--- config.mk ---
export PLATFORM = sky130hd
export DESIGN_NAME = pdm_capture_ctrl
export DESIGN_NICKNAME = d
export VERILOG_FILES = /design/src/rtl/pdm_capture_ctrl.sv
export SDC_FILE = /design/constraint.sdc
export NUM_CORES = 1
export LEC_CHECK = 0
export BUFFER_PORTS_ARGS = -buffer_cell sky130_fd_sc_hd__buf_2
export CORE_MARGIN = 1
export CORE_UTILIZATION = 40
export DETAILED_ROUTE_END_ITERATION = 7
export PLACE_DENSITY_LB_ADDON = 0.05
export SETUP_SLACK_MARGIN = 0.5
export SYNTH_ARGS = -nofsm -noshare
export SYNTH_HDL_FRONTEND = slang
export SYNTH_SLANG_ARGS = --single-unit
--- constraint.sdc ---
create_clock -name clk -period 3.2 [get_ports clk]
set_input_delay 0.96 -clock clk [delete_from_list [all_inputs] [get_ports clk]]
set_output_delay 0.96 -clock clk [all_outputs]
set_load 0.005 [all_outputs]
--- src/rtl/pdm_capture_ctrl.sv ---
// Capture sequencer for one PDM microphone path. It holds the datapath in
// reset while idle, waits for the microphone to settle, drops the CIC start-up
// transient, then queues PCM samples into a small FIFO. The FIFO drains over
// an AXI-Stream master, and tlast marks the final sample of each capture.
module pdm_capture_ctrl #(
  parameter int SETTLE_CYCLES   = 1000000,
  parameter int DISCARD_SAMPLES = 16,
  parameter int FIFO_DEPTH      = 16,
  parameter int LEN_W           = 24
) (
  input  logic               clk,
  input  logic               reset_n,
  input  logic               start,
  input  logic               stop,
  input  logic [LEN_W-1:0]   rec_len,
  output logic               busy,
  output logic               done,
  output logic               overflow,
  output logic [LEN_W-1:0]   sample_count,
  output logic               dp_reset,
  input  logic signed [15:0] pcm_in,
  input  logic               pcm_in_valid,
  output logic signed [15:0] m_axis_tdata,
  output logic               m_axis_tvalid,
  input  logic               m_axis_tready,
  output logic               m_axis_tlast
);

  localparam int AW = $clog2(FIFO_DEPTH);
  localparam int CW = (SETTLE_CYCLES > 1) ? $clog2(SETTLE_CYCLES) : 1;
  localparam int DW = (DISCARD_SAMPLES > 1) ? $clog2(DISCARD_SAMPLES) : 1;
  localparam logic [CW-1:0] SETTLE_LAST = CW'(SETTLE_CYCLES - 1);
  localparam logic [DW-1:0] DISC_LAST   = DW'((DISCARD_SAMPLES > 0) ? DISCARD_SAMPLES - 1 : 0);

  typedef enum logic [2:0] {S_IDLE, S_SETTLE, S_DISCARD, S_CAPTURE, S_DRAIN} state_t;

  state_t            state, state_nxt;
  logic [CW-1:0]     settle_cnt;
  logic [DW-1:0]     disc_cnt;
  logic [LEN_W-1:0]  rec_len_q;
  logic              stop_pending;

  logic [AW:0]       wr_ptr, rd_ptr;
  logic signed [15:0] mem_data [FIFO_DEPTH];
  logic              mem_last [FIFO_DEPTH];

  logic fifo_empty, fifo_full, pop, push, drop, cap_strobe, last_tag;

  // The count saturates in continuous mode instead of wrapping back to zero.
  function automatic logic [LEN_W-1:0] sat_inc(input logic [LEN_W-1:0] v);
    return (&v) ? v : v + LEN_W'(1);
  endfunction

  assign fifo_empty = (wr_ptr == rd_ptr);
  assign fifo_full  = (wr_ptr[AW] != rd_ptr[AW]) && (wr_ptr[AW-1:0] == rd_ptr[AW-1:0]);
  assign pop        = m_axis_tvalid && m_axis_tready;
  assign cap_strobe = (state == S_CAPTURE) && pcm_in_valid;
  // A full FIFO still accepts a sample in the same cycle that a beat leaves.
  assign push       = cap_strobe && (!fifo_full || pop);
  assign drop       = cap_strobe && !push;
  assign last_tag   = stop_pending || stop ||
                      ((rec_len_q != '0) &&
                       (({1'b0, sample_count} + (LEN_W+1)'(1)) == {1'b0, rec_len_q}));

  assign busy          = (state != S_IDLE);
  assign dp_reset      = (state == S_IDLE) || (state == S_DRAIN);
  assign m_axis_tvalid = !fifo_empty;
  assign m_axis_tdata  = mem_data[rd_ptr[AW-1:0]];
  assign m_axis_tlast  = mem_last[rd_ptr[AW-1:0]] && m_axis_tvalid;

  // State register.
  always_ff @(posedge clk or negedge reset_n) begin
    if (!reset_n) state <= S_IDLE;
    else          state <= state_nxt;
  end

  // Next-state logic. A stop before capture begins goes straight to drain.
  always_comb begin
    state_nxt = state;
    case (state)
      S_IDLE:    if (start) state_nxt = S_SETTLE;
      S_SETTLE: begin
        if (stop)                           state_nxt = S_DRAIN;
        else if (settle_cnt == SETTLE_LAST) state_nxt = (DISCARD_SAMPLES == 0) ? S_CAPTURE : S_DISCARD;
      end
      S_DISCARD: begin
        if (stop)                                   state_nxt = S_DRAIN;
        else if (pcm_in_valid && disc_cnt == DISC_LAST) state_nxt = S_CAPTURE;
      end
      S_CAPTURE: if (push && last_tag) state_nxt = S_DRAIN;
      S_DRAIN:   if (fifo_empty) state_nxt = S_IDLE;
      default:   state_nxt = S_IDLE;
    endcase
  end

  // Counters, latched length, stop request and status flags.
  always_ff @(posedge clk or negedge reset_n) begin
    if (!reset_n) begin
      settle_cnt   <= '0;
      disc_cnt     <= '0;
      rec_len_q    <= '0;
      stop_pending <= 1'b0;
      overflow     <= 1'b0;
      sample_count <= '0;
      done         <= 1'b0;
    end else begin
      done <= (state == S_DRAIN) && (state_nxt == S_IDLE);
      case (state)
        S_IDLE: if (start) begin
          rec_len_q    <= rec_len;
          overflow     <= 1'b0;
          sample_count <= '0;
          stop_pending <= 1'b0;
          settle_cnt   <= '0;
          disc_cnt     <= '0;
        end
        S_SETTLE:  settle_cnt <= settle_cnt + CW'(1);
        S_DISCARD: if (pcm_in_valid) disc_cnt <= disc_cnt + DW'(1);
        S_CAPTURE: begin
          if (stop) stop_pending <= 1'b1;
          if (push) sample_count <= sat_inc(sample_count);
          if (drop) overflow     <= 1'b1;
        end
        default: ;
      endcase
    end
  end

  // FIFO pointers; the extra top bit separates full from empty.
  always_ff @(posedge clk or negedge reset_n) begin
    if (!reset_n) begin
      wr_ptr <= '0;
      rd_ptr <= '0;
    end else begin
      if (push) wr_ptr <= wr_ptr + (AW+1)'(1);
      if (pop)  rd_ptr <= rd_ptr + (AW+1)'(1);
    end
  end

  // FIFO storage. Data is not reset; the pointers decide what is valid.
  always_ff @(posedge clk) begin
    if (push) begin
      mem_data[wr_ptr[AW-1:0]] <= pcm_in;
      mem_last[wr_ptr[AW-1:0]] <= last_tag;
    end
  end

endmodule
==> impl_metrics.py <==
metrics = {
    "outcome": {
        "status": "finished, violations left",
        "violations": "setup timing",
    },
    "synth": {
        "synth-edff-count": 272,
        "ys_warn_count": 0,
        "synth-async-reset-ratio_pct": 24.44,
        "ys_seq_area_share_pct": 67.38,
        "yosysUniqueCellTypes": 61,
        "syn_area_um2": 15390,
        "ys.flop_type": "edfxtp_1",
        "syn_nets": 1044,
        "synth-seq-cells": 360,
        "synth_area_per_cell_um2": 15.55,
        "synthCells": 990,
    },
    "clock_network": {
        "worst_skew_pair.late_latency_ns": 0.55,
        "cts.clk_slew.worst_paths_ns": 0.06,
        "hold_buffers": 0,
        "cts-buffers-inserted": 40,
        "cts_root_buffer": "clkbuf_16",
        "cts_tree": "yes",
        "cts_sinks": 360,
        "cts_buffer_depth": 3,
        "cts_max_level": 2,
    },
    "cells_and_area": {
        "seqCellArea_um2": 10390,
        "fillerInstances": 3251,
        "multi_input_comb_area_um2": 4991,
        "final_nets": 1223,
        "area_growth_pct": 21.68,
        "drive_gt1_share_pct": 33.89,
        "insertedDiodeCount": 0,
        "fin_cells": 1709,
        "final_util_pct": 49.60,
    },
    "power": {
        "ir_worst_vdd_mv": 0.4144,
        "combPwrFrac_pct": 30.4,
        "p_seq_share_pct": 39.1,
        "p_sw_w": 0.004210,
        "p_total_w": 0.01452,
        "leakagePower_nw": 6.877,
        "power_density_nw_per_um2": 775.3,
        "pwr-share-clk_pct": 30.6,
        "swShare_pct": 29.00,
        "internal_power_w": 0.01031,
    },
    "grt": {
        "gr-total-overflow": 0,
        "grt_usage_pct": 19.69,
        "first_global_vias": 9316,
        "antenna_found_initial": 1,
        "grt_pass1_wl_um": 56950,
        "grt_max_degree": 46,
    },
    "route": {
        "routed_via_density": 5.343,
        "drc": 0,
        "drt_pass1_iterations": 4,
        "drt-initial-drc-count": 611,
        "detail-route-antenna-nets": 0,
        "drt-total-wl_um": 37230,
        "dr_total_vias": 9131,
        "wl_per_cell_um": 21.79,
    },
    "placement": {
        "port_buffers": 91,
        "post-dp-hpwl_um": 23900,
        "gp_congestion": 0.7937,
        "placedCellCount": 1606,
    },
    "sta": {
        "final.setup.worst_slack_ns": -0.2307,
        "whs_ns": 0.4266,
        "finalSetupViolations": 17,
        "fmax_ghz": 0.2915,
        "setup_tns_ns": -3.491,
        "finalCritPeriodShare_pct": 107.2,
        "slew_headroom_pct": 56.72,
        "fin_crit_ns": 3.431,
        "rsz0062_at_grt": "true",
        "tightest_slew_ns": 0.6433,
        "slew_violations": 0,
        "hold_viol_final": 0,
        "fin_worst_skew_ns": 0.01192,
    },
    "worst_setup_path": {
        "rr_worst_depth": 8,
        "slowest_delay_ns": 0.51,
        "cp_slowest_cell": "mux4_2",
        "cp_num_buf_inv": 3,
        "cp.required_ns": 2.24,
        "critPathKind": "reg -> out",
        "cp-end-kind": "output port",
        "crit_arrival_ns": 2.47,
        "reg2reg_to": "state[1]$_DFF_PN0_",
        "path_max_fanout": 11,
        "path_cells": "buf_12, buf_12, mux4_2, mux4_2, buf_2",
        "r2r_slack_ns": 0.53,
        "crit_family": "multiplexers",
        "crit_path_start_kind": "flip-flop",
        "r2r_start": "sample_count[7]$_DFFE_PN0P_",
    },
    "worst_hold_path": {
        "hp-class": "in -> async",
    },
    "floorplan": {
        "dieArea_um2": 39260,
        "ios": 92,
        "die_w_um": 198.2,
        "start_util_pct": 40.76,
        "num_rows": 71,
        "core_area_um2": 37760,
        "die_y_um": 198.2,
    },
    "run": {
        "max_cap_violations": 0,
    },
}
[logic make-up (layout without fill, tap and decap cells)]
logic type | after synthesis | in the layout | share of synthesized area, %
AOI/OAI and AO/OA | 116 | 116 | 4.512
muxes | 90 | 90 | 12.78
DFF | 360 | 360 | 67.38
and+or+nand+nor | 305 | 305 | 9.976
xor gates and xnor gates | 51 | 51 | 2.902
buffers and inverters | 60 | 268 | 1.797
adders and majority gates | 8 | 8 | 0.6504
[routing by layer]
| metal | global-route usage [%] | vias to the layer above | wire length (um) |
|---|---|---|---|
| met2 | 31.47 | 196 | 17600 |
| met4 | 7.120 | 0 | 1024 |
| met5 | 0 | - | 0 |
| met1 | 27.11 | 4679 | 16900 |
| met3 | 3.287 | 64 | 1707 |
| li1 | - | 4192 | - |
[power by group through the flow]
stage	registers, W	logic, W	clock network (W)
floorplan	0.00564	0.00283	0
global placement	0.00582	0.00395	0
finish	0.00567	0.00441	0.00444
CTS	0.00567	0.00434	0.00455
global route	0.00572	0.00480	0.00471
detailed placement	0.00582	0.00398	0
[final cells by class]
class,instances,share of cell area [%]
Timing Repair Buffer,190,7.624
Multi-Input combinational cell,570,26.65
Inverter,7,0.1403
Sequential cell,360,55.51
Tap cell,511,3.414
Clock buffer,50,5.660
Clock inverter,21,1.002
[sequential cells by signal, summed over array words and instances (netlist names)]
| register | cells |
|---|---|
| overflow | 1 |
| mem_last | 16 |
| wr_ptr | 5 |
| done | 1 |
| settle_cnt | 20 |
| disc_cnt | 4 |
| state | 3 |
| rd_ptr | 5 |
| mem_data | 256 |
| stop_pending | 1 |
| rec_len_q | 24 |
| sample_count | 24 |
[worst max path at each step]
stage / startpoint / end / slack, ns / depth (start not counted)
detailed placement: rd_ptr[0]$_DFFE_PN0P_ / m_axis_tdata[8] / 0.20 / 5
finish: rd_ptr[0]$_DFFE_PN0P_ / m_axis_tdata[14] / -0.23 / 5
global placement: rd_ptr[0]$_DFFE_PN0P_ / m_axis_tdata[10] / 0.23 / 5
floorplan: rd_ptr[0]$_DFFE_PN0P_ / m_axis_tlast / 0.50 / 5
global route: rd_ptr[0]$_DFFE_PN0P_ / m_axis_tdata[3] / -0.32 / 5
CTS: rd_ptr[0]$_DFFE_PN0P_ / m_axis_tdata[10] / -0.28 / 5
[synth_stat cells (all sizes together), types with 13 or more instances]
master  number  area share [%]
nand3       31             1.1
nand4       18            0.83
mux4        85              12
nor2        52             1.3
edfxtp     272              53
o21ai       56             1.8
and3        13            0.53
dfrtp       88              14
nand2      122             3.0
and2        14            0.57
xnor2       29             1.7
a21oi       22            0.72
clkbuf      28            0.68
nor3        15            0.55
buf         25            0.94
xor2        22             1.3
[timing repair]
action,in CTS,in global routing
gates resized for setup,22,37
buffers inserted,13,16
gates cloned,1,2
pin swaps,1,13
endpoints found under the hold margin,0,0
setup endpoints to repair,140,169
[cell usage in the layout (no fill, tap or decap), drive strengths merged, types with 13 or more instances in the layout]
cell,count
o21ai,56
a21oi,22
nand2,122
nor2,52
xnor2,29
dfrtp,88
nand3,31
nor3,15
and3,13
xor2,22
buf,188
clkbuf,52
and2,14
edfxtp,272
mux4,85
clkinv,13
nand4,18
[metrics by stage]
stage,setup slack (ns),cell area (um^2)
after floorplan,0.4979,15470
after global placement,0.2282,16950
after detailed placement,0.2023,16950
after CTS,-0.2789,18430
after global routing,-0.3187,18730
final,-0.2307,18730
No activity file was read; power rests on OpenSTA's default activity.
